[src/rtl/rom_bus_pkg.sv]
// rtl/rom_bus_pkg.sv - shared types and constants for the ROM read bridge
// Contents:
//   state_t          bridge FSM state encoding
//   ROM_AW, DW       ROM address width and data width
//   ROM_BASE_DEFAULT default base of the 32 KiB ROM window
//   in_rom_window()  window decode helper
package rom_bus_pkg;

    localparam int ROM_AW = 15;
    localparam int DW     = 8;
    localparam int CPU_AW = 16;

    localparam logic [CPU_AW-1:0] ROM_BASE_DEFAULT = 16'h8000;

    // The window is 32 KiB aligned, so only the top address bit selects it.
    localparam logic [CPU_AW-1:0] ROM_WIN_MASK = 16'h8000;

    typedef enum logic [1:0] {
        ST_IDLE    = 2'd0,
        ST_ISSUE   = 2'd1,
        ST_CAPTURE = 2'd2,
        ST_ACK     = 2'd3
    } state_t;

    function automatic logic in_rom_window(input logic [CPU_AW-1:0] addr,
                                           input logic [CPU_AW-1:0] base);
        return (((addr ^ base) & ROM_WIN_MASK) == '0);
    endfunction

endpackage

[src/rtl/rom_read_bridge_if.sv]
// rtl/rom_read_bridge_if.sv - CPU-side request/response bus of the ROM read bridge
// Signals:
//   req_valid/req_ready  request handshake, accepted when both are high
//   req_addr, req_rw     16-bit byte address and direction (1 = read)
//   rsp_ack              one-cycle completion pulse
//   rsp_data, rsp_err    read data and error flag, qualified by rsp_ack
// Modports:
//   master  the CPU issuing requests
//   slave   the bridge answering them
interface rom_read_bridge_if;
    import rom_bus_pkg::*;

    logic              req_valid;
    logic              req_ready;
    logic [CPU_AW-1:0] req_addr;
    logic              req_rw;
    logic              rsp_ack;
    logic [DW-1:0]     rsp_data;
    logic              rsp_err;

    modport master (
        output req_valid,
        output req_addr,
        output req_rw,
        input  req_ready,
        input  rsp_ack,
        input  rsp_data,
        input  rsp_err
    );

    modport slave (
        input  req_valid,
        input  req_addr,
        input  req_rw,
        output req_ready,
        output rsp_ack,
        output rsp_data,
        output rsp_err
    );

endinterface

[src/rtl/rom_last_read_cache.sv]
// rtl/rom_last_read_cache.sv - one-entry cache of the last byte fetched from ROM
// Ports:
//   clk, rst      clock and synchronous active-high reset (invalidates the entry)
//   lookup_addr   ROM offset being requested
//   hit           entry valid and matches lookup_addr (always 0 when CACHE_EN=0)
//   hit_data      cached byte
//   fill_en       load the entry this cycle
//   fill_addr     ROM offset being loaded
//   fill_data     byte being loaded
module rom_last_read_cache
    import rom_bus_pkg::*;
#(
    parameter bit CACHE_EN = 1'b1
) (
    input  logic              clk,
    input  logic              rst,
    input  logic [ROM_AW-1:0] lookup_addr,
    output logic              hit,
    output logic [DW-1:0]     hit_data,
    input  logic              fill_en,
    input  logic [ROM_AW-1:0] fill_addr,
    input  logic [DW-1:0]     fill_data
);

    logic              valid_q, valid_d;
    logic [ROM_AW-1:0] addr_q,  addr_d;
    logic [DW-1:0]     data_q,  data_d;

    always_comb begin
        valid_d = valid_q;
        addr_d  = addr_q;
        data_d  = data_q;
        if (fill_en) begin
            // With the cache disabled the entry is still written but never
            // marked valid, so it can never produce a hit.
            valid_d = CACHE_EN;
            addr_d  = fill_addr;
            data_d  = fill_data;
        end
    end

    always_ff @(posedge clk) begin
        if (rst) begin
            valid_q <= 1'b0;
            addr_q  <= '0;
            data_q  <= '0;
        end else begin
            valid_q <= valid_d;
            addr_q  <= addr_d;
            data_q  <= data_d;
        end
    end

    assign hit      = CACHE_EN && valid_q && (lookup_addr == addr_q);
    assign hit_data = data_q;

endmodule

[src/rtl/rom_read_bridge.sv]
// rtl/rom_read_bridge.sv - CPU read front end for the 32 KiB firmware ROM
// Ports:
//   clk, rst   clock and synchronous active-high reset
//   bus        CPU request/response bus (slave side)
//   rom_addr   15-bit ROM address
//   rom_oen    active-low ROM output enable
//   rom_data   ROM registered read data (high-Z while disabled)
// Parameters:
//   ROM_BASE   base of the ROM window (32 KiB aligned)
//   CACHE_EN   1 = serve repeated reads of the last byte from the cache
module rom_read_bridge
    import rom_bus_pkg::*;
#(
    parameter logic [CPU_AW-1:0] ROM_BASE = ROM_BASE_DEFAULT,
    parameter bit                CACHE_EN = 1'b1
) (
    input  logic              clk,
    input  logic              rst,
    rom_read_bridge_if.slave  bus,
    output logic [ROM_AW-1:0] rom_addr,
    output logic              rom_oen,
    input  logic [DW-1:0]     rom_data
);

    state_t            state_q,     state_d;
    logic              req_ready_q, req_ready_d;
    logic              rsp_ack_q,   rsp_ack_d;
    logic              rsp_err_q,   rsp_err_d;
    logic [DW-1:0]     rsp_data_q,  rsp_data_d;
    logic [ROM_AW-1:0] rom_addr_q,  rom_addr_d;
    logic              rom_oen_q,   rom_oen_d;

    logic              in_win;
    logic              cache_hit;
    logic [DW-1:0]     cache_data;
    logic              cache_fill;

    assign in_win = in_rom_window(bus.req_addr, ROM_BASE);

    rom_last_read_cache #(
        .CACHE_EN (CACHE_EN)
    ) u_cache (
        .clk         (clk),
        .rst         (rst),
        .lookup_addr (bus.req_addr[ROM_AW-1:0]),
        .hit         (cache_hit),
        .hit_data    (cache_data),
        .fill_en     (cache_fill),
        .fill_addr   (rom_addr_q),
        .fill_data   (rom_data)
    );

    always_comb begin
        state_d     = state_q;
        req_ready_d = req_ready_q;
        rsp_ack_d   = 1'b0;
        rsp_err_d   = rsp_err_q;
        rsp_data_d  = rsp_data_q;
        rom_addr_d  = rom_addr_q;
        rom_oen_d   = rom_oen_q;
        cache_fill  = 1'b0;

        unique case (state_q)
            ST_IDLE: begin
                // req_ready_q is high throughout IDLE, so req_valid alone
                // is the accept condition here.
                if (bus.req_valid) begin
                    req_ready_d = 1'b0;
                    if (bus.req_rw && in_win && cache_hit) begin
                        rsp_data_d = cache_data;
                        rsp_err_d  = 1'b0;
                        rsp_ack_d  = 1'b1;
                        state_d    = ST_ACK;
                    end else if (bus.req_rw && in_win) begin
                        rom_addr_d = bus.req_addr[ROM_AW-1:0];
                        rom_oen_d  = 1'b0;
                        rsp_err_d  = 1'b0;
                        state_d    = ST_ISSUE;
                    end else begin
                        // Writes and out-of-window reads leave rsp_data,
                        // the ROM pins and the cache untouched.
                        rsp_err_d = 1'b1;
                        rsp_ack_d = 1'b1;
                        state_d   = ST_ACK;
                    end
                end
            end

            ST_ISSUE: begin
                // The ROM registers its output at the end of this cycle.
                state_d = ST_CAPTURE;
            end

            ST_CAPTURE: begin
                // rom_oen is still low this cycle, so rom_data is driven.
                rsp_data_d = rom_data;
                cache_fill = 1'b1;
                rom_oen_d  = 1'b1;
                rsp_ack_d  = 1'b1;
                state_d    = ST_ACK;
            end

            ST_ACK: begin
                req_ready_d = 1'b1;
                state_d     = ST_IDLE;
            end

            default: begin
                req_ready_d = 1'b1;
                rom_oen_d   = 1'b1;
                state_d     = ST_IDLE;
            end
        endcase
    end

    always_ff @(posedge clk) begin
        if (rst) begin
            state_q     <= ST_IDLE;
            req_ready_q <= 1'b1;
            rsp_ack_q   <= 1'b0;
            rsp_err_q   <= 1'b0;
            rsp_data_q  <= '0;
            rom_addr_q  <= '0;
            rom_oen_q   <= 1'b1;
        end else begin
            state_q     <= state_d;
            req_ready_q <= req_ready_d;
            rsp_ack_q   <= rsp_ack_d;
            rsp_err_q   <= rsp_err_d;
            rsp_data_q  <= rsp_data_d;
            rom_addr_q  <= rom_addr_d;
            rom_oen_q   <= rom_oen_d;
        end
    end

    assign bus.req_ready = req_ready_q;
    assign bus.rsp_ack   = rsp_ack_q;
    assign bus.rsp_err   = rsp_err_q;
    assign bus.rsp_data  = rsp_data_q;
    assign rom_addr      = rom_addr_q;
    assign rom_oen       = rom_oen_q;

endmodule

[src/flat_wrapper.sv]
// flat-port wrapper written by rule: the top's interface ports become plain ports
module rom_read_bridge_flat import rom_bus_pkg::*;
#(
    parameter logic [CPU_AW-1:0] ROM_BASE = ROM_BASE_DEFAULT,
    parameter bit                CACHE_EN = 1'b1
)
  (clk, rst, rom_addr, rom_oen, rom_data, bus_req_valid, bus_req_addr, bus_req_rw, bus_req_ready, bus_rsp_ack, bus_rsp_data, bus_rsp_err);
  rom_read_bridge_if bus_i ();
  input  logic clk;
  input  logic rst;
  output logic [ROM_AW-1:0] rom_addr;
  output logic rom_oen;
  input  logic [DW-1:0] rom_data;
  input wire logic [$bits(bus_i.req_valid)-1:0] bus_req_valid;
  input wire logic [$bits(bus_i.req_addr)-1:0] bus_req_addr;
  input wire logic [$bits(bus_i.req_rw)-1:0] bus_req_rw;
  output wire logic [$bits(bus_i.req_ready)-1:0] bus_req_ready;
  output wire logic [$bits(bus_i.rsp_ack)-1:0] bus_rsp_ack;
  output wire logic [$bits(bus_i.rsp_data)-1:0] bus_rsp_data;
  output wire logic [$bits(bus_i.rsp_err)-1:0] bus_rsp_err;
  assign bus_i.req_valid = bus_req_valid;
  assign bus_i.req_addr = bus_req_addr;
  assign bus_i.req_rw = bus_req_rw;
  assign bus_req_ready = bus_i.req_ready;
  assign bus_rsp_ack = bus_i.rsp_ack;
  assign bus_rsp_data = bus_i.rsp_data;
  assign bus_rsp_err = bus_i.rsp_err;
  rom_read_bridge #(.ROM_BASE(ROM_BASE), .CACHE_EN(CACHE_EN)) u_core (.clk(clk), .rst(rst), .bus(bus_i), .rom_addr(rom_addr), .rom_oen(rom_oen), .rom_data(rom_data));
endmodule
[config.mk]
export PLATFORM = sky130hd
export DESIGN_NAME = rom_read_bridge_flat
export DESIGN_NICKNAME = d
export VERILOG_FILES = /design/src/rtl/rom_bus_pkg.sv /design/src/rtl/rom_read_bridge_if.sv /design/src/rtl/rom_last_read_cache.sv /design/src/rtl/rom_read_bridge.sv /design/src/flat_wrapper.sv
export SDC_FILE = /design/constraint.sdc
export NUM_CORES = 1
export LEC_CHECK = 0
export ABC_CLOCK_PERIOD_IN_PS = 3200
export BUFFER_PORTS_ARGS = -buffer_cell sky130_fd_sc_hd__buf_2
export CAP_MARGIN = 20
export CORE_ASPECT_RATIO = 0.8
export CORE_MARGIN = 4
export CORE_UTILIZATION = 51
export CTS_CLUSTER_DIAMETER = 40
export DETAILED_ROUTE_END_ITERATION = 12
export GPL_TIMING_DRIVEN = 0
export HOLD_SLACK_MARGIN = 0.06
export PLACE_DENSITY = 0.88
export SKIP_LAST_GASP = 1
export SLEW_MARGIN = 25
export SYNTH_ARGS = -nofsm -noshare
export SYNTH_HDL_FRONTEND = slang
export SYNTH_SLANG_ARGS = --single-unit
[constraint.sdc]
create_clock -name clk -period 3.2 [get_ports clk]
set_clock_uncertainty 0.2 [all_clocks]
set_input_delay 0.32 -clock clk [delete_from_list [all_inputs] [get_ports clk]]
set_output_delay 0.32 -clock clk [all_outputs]
set_load 0.03 [all_outputs]
=== Word-level counts from Yosys, hierarchy flattened ===
Cells that the tools add are included.

* Equality and inequality tests: 8
* Mux-type cells: 19
* Reductions and logical operators: 12
* Bitwise gates (word level): 2

{| class="wikitable"
|+ Operators with widths
! kind !! number
|-
| $logic_not A16 Y1 || 1
|-
| $mux W8 || 2
|-
| $pmux W8 S2 || 1
|-
| $eq A15 B15 Y1 || 1
|-
| $mux W1 || 9
|-
| $pmux W2 S4 || 1
|-
| $reduce_and A4 Y1 || 2
|-
| $mux W2 || 3
|-
| $pmux W1 S2 || 3
|-
| $eq A2 B2 Y1 const B || 2
|-
| $ne A2 B1 Y1 const B || 2
|-
| $ne A2 B2 Y1 const B || 2
|-
| $reduce_and A2 Y1 || 2
|-
| $reduce_bool A2 Y1 || 2
|-
| $logic_and A1 B1 Y1 || 3
|-
| $reduce_and A3 Y1 || 1
|-
| $eq A2 B1 Y1 const B || 1
|-
| $logic_not A2 Y1 || 1
|-
| $not A1 Y1 || 2
|}

* Output and inout port bits: 27
* Input port bits: 28
* Register bits after elaboration: 53
* Word-level logic and storage cells: 51

=== Depth between registers and ports, before layout ===
* Word-level depth: 7
* Gate-level depth with buffers: 8
* Depth with buffers taken out: 6

=== By module ===
A second synthesis with hierarchy kept.

* Cell total of the unflattened synthesis: 264
* Area, all modules: 2459.9 µm²

{| class="wikitable"
|+ By module, submodules not included
! module !! cells an instance !! times used !! area an instance (µm²)
|-
| rom_read_bridge || 167 || 1 || 1447.6
|-
| rom_last_read_cache || 97 || 1 || 1012.2
|}

=== Least setup slack after synthesis ===
Ideal clock, no wire load.

* Kind: input to register
* Start: in bus_req_addr[14]
* End: reg u_core.rsp_data_q[3] (netlist: u_core.bus.rsp_data[3])
* Library setup time: 145 ps
* Stages: 8
* Arrival: 1608 ps
* Path slack: 1246 ps
* Path buffers: 3
* Path through: xnor2_1 -> nand4_1 -> or4_1 -> buf_2 -> buf_6 -> buf_6 -> nand3_1 -> o221ai_1

* Longest elaborated chain between the ends: 5

{| class="wikitable"
|+ Ends and longest elaborated chain
! element !! RTL line !! text
|-
| from (decl) || flat_wrapper.sv:15 || <nowiki>input wire logic [$bits(bus_i.req_addr)-1:0] bus_req_addr;</nowiki>
|-
| $eq A15 B15 Y1 || rom_last_read_cache.sv:54 || <nowiki>assign hit = CACHE_EN && valid_q && (lookup_addr == addr_q);</nowiki>
|-
| $logic_and A1 B1 Y1 || rom_last_read_cache.sv:54 ||
|-
| $logic_and A1 B1 Y1 || rom_read_bridge.sv:69 || <nowiki>if (bus.req_rw && in_win && cache_hit) begin</nowiki>
|-
| $ne A2 B1 Y1 (no source line) || -- ||
|-
| $reduce_and A3 Y1 (no source line) || -- ||
|-
| to (signal assigned) || rom_read_bridge.sv:130 || <nowiki>rsp_data_q <= rsp_data_d;</nowiki>
|-
| to (decl) || rom_read_bridge.sv:29 || <nowiki>logic [DW-1:0] rsp_data_q, rsp_data_d;</nowiki>
|}

Every way passes these cells.
A chain may end at the register's enable or synchronous reset.

=== Final worst setup path ===
* Start: reg u_core.state_q[0]
* End: reg u_core.rom_addr_q[5] (netlist: u_core.rom_addr[5])

* Longest elaborated chain between the ends: 2

{| class="wikitable"
|+ Ends and longest elaborated chain
! element !! RTL line !! text
|-
| from (decl) || rom_read_bridge.sv:25 || <nowiki>state_t state_q, state_d;</nowiki>
|-
| from (signal assigned) || rom_read_bridge.sv:126 || <nowiki>state_q <= state_d;</nowiki>
|-
| $logic_not A2 Y1 || rom_read_bridge.sv:63 || <nowiki>unique case (state_q)</nowiki>
|-
| $reduce_and A4 Y1 (no source line) || -- ||
|-
| to (signal assigned) || rom_read_bridge.sv:131 || <nowiki>rom_addr_q <= rom_addr_d;</nowiki>
|-
| to (decl) || rom_read_bridge.sv:30 || <nowiki>logic [ROM_AW-1:0] rom_addr_q, rom_addr_d;</nowiki>
|}

Every way passes these cells.

==> run summary <==
The cell sitting at the root of the clock tree is a sky130_fd_sc_hd__clkbuf_8. After legalization and detailed placement, the total HPWL measured 4.418 mm. Summed over all layers, the global routing overflow is 0. Of all cell types, the one taking the most synthesized area is sky130_fd_sc_hd__dfxtp_1.

Traced cell by cell, the critical path runs through inv_1, ha_1, clkbuf_1, nand2_1, nor2_1, clkbuf_1, nand3_1, a21oi_2. The post-route fraction of the period consumed by the critical path is 0.7621, and the sequential-to-total area share from yosys stat is 0.4270. The hold violation total from the final report was 0. Cell repeated most along the worst path: sky130_fd_sc_hd__clkbuf_1.

Setup violations remaining at the end of the flow were counted as 0. The worst setup path is launched from a flip-flop. After the flow finishes, the layout carries non-filler instances totaling 383.

The net total in the final layout was 353. For the pin with the worst max-slew slack, the measured transition is 741.0 ps. The distinct cell type count of the synthesized netlist came out at 32. The number of clock sinks is 53, and the length in cells of the worst reg-to-reg path is 8. After clock tree synthesis, the clock-pin slew on the worst setup and hold paths is 110 ps. Adding up every negative setup slack in the final design gives 0 ps.

For this design the static power due to leakage is 1.170 nW. The number of nets produced by synthesis is 292. Simple-gate share of the synthesized area: 0.1687.

The kind of path behind the tightest hold check is input pin to flip-flop. Setup repair after global routing left no endpoint under its margin. Overall routing resource usage: 0.2138.

By startpoint and endpoint, the worst setup path is classified as flip-flop to flip-flop. The core region is 4652 um2. The run gives 2184 as the number of global-route vias before repair. The start point of the worst min-delay path was bus_req_addr[10]. The clock latency of the later-clocked register in the worst-skew pair was 320 ps; the mean post-synth cell area was 9.521 um2. The number of buffers created by CTS was 5; the instance count along the most critical hold path was 3.

The synthesized-area fraction occupied by ao, oa, aoi and oai cells works out to 0.1944. Post-synthesis adder-cell area fraction: 0.01511. The tools report the destination of the worst hold path as u_core.rom_addr[10].

Of all nets on the critical path, the largest fanout is 10. For the reg2reg setup slack, the log shows 760 ps. The most critical setup path has its startpoint at u_core.state_q[0]. The tools report the number of nets still failing antenna checks after routing as 0. In this run, synthesis produced a sequential element count of 53. After clock tree synthesis, the flow added hold-fix buffers numbering 0. The logs give 2 for the deepest clock path buffer count and 55 for the total I/O pin count. The logs give 1.877 mW for the total design power and 0.5342 for the initial cell density of the core. The die is 86.04 um wide.

The worst setup path is captured at a flip-flop. For the worst setup path, the data required time is 3250 ps. The final weighted congestion in routability-driven placement is 0.8421, and the xor-xnor portion of the synthesized cell area is 0.05287. The number of antenna diodes in the final layout is 0. The DRC violations left was 0. The run gives 0.5060 as the worst max-slew margin expressed relative to the limit.

The run gives 222 as the number of DRC violations after detailed-routing iteration 0. The run finished with clean final reports. The initialized floorplan defines 22 standard-cell rows. In this run the vertical extent of the chip is 70.44 um. The startpoint identified for the worst register-to-register timing path is u_core.state_q[0]. For the highest achievable clock rate, the log shows 0.4100 GHz. The number of warnings reported in the yosys synthesis log came out at 0. In this run, post-CTS repair resized a total of 0 instances. The run gives 2 as the CTS H-tree depth. The worst setup slack after placement was 830.5 ps; the number of I/O port buffers was 54. The total power per unit cell area is 641.8 nW/um2, and the first-pass GRT wire length is 10.33 mm.

The tool flagged a number of max-cap violations equal to 0. The critical path buffer and inverter count was 3; the final routed wire length divided by cell count was 16.28 um. The cell count after synthesis was 261; the area overhead of the layout relative to synthesis was 17.67%. The max-slew violation count is 0. After synthesis, the cell types taking the most area are sky130_fd_sc_hd__dfxtp_1 43%, sky130_fd_sc_hd__mux2i_1 6.4%, sky130_fd_sc_hd__a21bo_1 6.0%. On the worst path, the slowest cell contributes a delay of 500 ps.

The maximum number of pins on one net before global-route repair came out at 19. The routed layout has 2177 vias. For the worst setup path, the data arrival time is 2490 ps. The fraction of layout instances using a drive strength above 1 is 0.2910, and the maximum vdd drop is 0.2522 mV. The largest individual stage delay along the critical path comes from the cell sky130_fd_sc_hd__clkbuf_1.

By area, the combinational part of the netlist is dominated by compound AO/OA/AOI/OAI gates. The number of cells in the design after placement is 375, and the share of Yosys cell area claimed by the top area cell type is 0.4270. The final core utilization is 0.6286. The minimum setup slack in the final design came out at 761.3 ps.

TritonCTS built the clock tree. The die covers 6060 um2. The number of setup buffers added after CTS is 0. The run gives 6.234 mm as the final wirelength.

Endpoint of the most critical register-to-register path: u_core.rom_addr[5]. The largest delay contributor family on the critical path was buffers and inverters. The cell area that synthesis handed to floorplanning was 2485 um2. For the number of antenna violations at the first check in global routing, the log shows 0.

The mux cell area share after synthesis was 0.09617. The time the worst path needs with I/O delays and setup is 2439 ps. Using the TritonRoute via totals, the vias-per-cell ratio works out to 5.684.

The first detailed-routing pass ran for 5 iterations.
cell usage after synthesis, drive strengths merged:
library cell,count
nor4,1
nand2,11
a21bo,15
clkbuf,10
ha,3
buf,11
nor3,3
a31oi,1
nor2,24
dfxtp,53
o221ai,7
a221oi,1
mux2i,16
a311o,1
and3,7
or4,1
inv,2
a21o,1
nand2b,2
nand4,5
nand3,23
a21oi,27
o21ai,3
nor2b,9
o21bai,1
a211oi,1
xnor2,15
mux2,7
tightest hold or removal path: stages:
cell and delay (ps):
sky130_fd_sc_hd__buf_2 110, sky130_fd_sc_hd__nand3_1 70, sky130_fd_sc_hd__a21oi_2 50
flip-flops by register name (all words and copies together) (netlist names):
name,cells
u_core.bus.rsp_data,8
u_core.u_cache.hit_data,8
u_core.state_q,2
u_core.bus.rsp_ack,1
u_core.rom_addr,15
u_core.rom_oen,1
u_core.u_cache.addr_q,15
u_core.bus.rsp_err,1
u_core.bus.req_ready,1
u_core.u_cache.valid_q,1
metal layers:
layer | GRT usage | routed length [um]
met5 | 0 | 0
met4 | 0.07733 | 125
met3 | 0.04835 | 339
met2 | 0.3422 | 3018
met1 | 0.2798 | 2750
power by group:
| group | internal (mW) | switching (mW) | total, mW |
|---|---|---|---|
| clock | 0.160 | 0.242 | 0.402 |
| sequential | 0.758 | 0.0618 | 0.819 |
| combinational | 0.256 | 0.398 | 0.655 |
stage by stage:
stage          cell area, um2  hold slack, ps
2_1_floorplan            2485           234.1
3_3_place_gp             2830           246.9
3_5_place_dp             2830           278.5
4_1_cts                  2924           63.77
5_1_grt                  2924           61.10
6_report                 2924           63.71
cell type report:
class | count | area [um2]
buffer | 21 | 106.4
tap | 60 | 75.07
sequential | 53 | 1061
multi-input combinational | 185 | 1310
clock inverter | 3 | 25.02
clock buffer | 5 | 68.82
fill | 382 | 1728
inverter | 2 | 7.507
timing repair buffer | 54 | 270.3
how the worst max path moves through the flow:
stage                                  end  cells after the start
finish                  u_core.rom_addr[5]                      8
global route            u_core.rom_addr[3]                      8
CTS                     u_core.rom_addr[5]                      8
detailed placement      u_core.rom_addr[7]                      8
global placement       u_core.rom_addr[12]                      8
floorplan           u_core.bus.rsp_data[3]                      8
layout by cell type (no fill, tap or decap), drive strengths merged, types with 4 or more instances in the layout:
cell     n
clkbuf  15
inv      4
nand2   11
mux2     7
a21oi   27
xnor2   15
a21bo   15
o221ai   7
and3     7
buf     65
nand4    5
mux2i   16
dfxtp   53
nor2    24
nand3   23
nor2b    9
cells by family after synthesis:
kind of cell             after synthesis
AO/OA/AOI/OAI                         58
XOR/XNOR                              15
adder cells (fa/ha/maj)                3
buffers and inverters                 23
flip-flops                            53
multiplexers                          23
AND/OR/NAND/NOR                       86
Note: power is estimated with default switching activity, not from simulation.
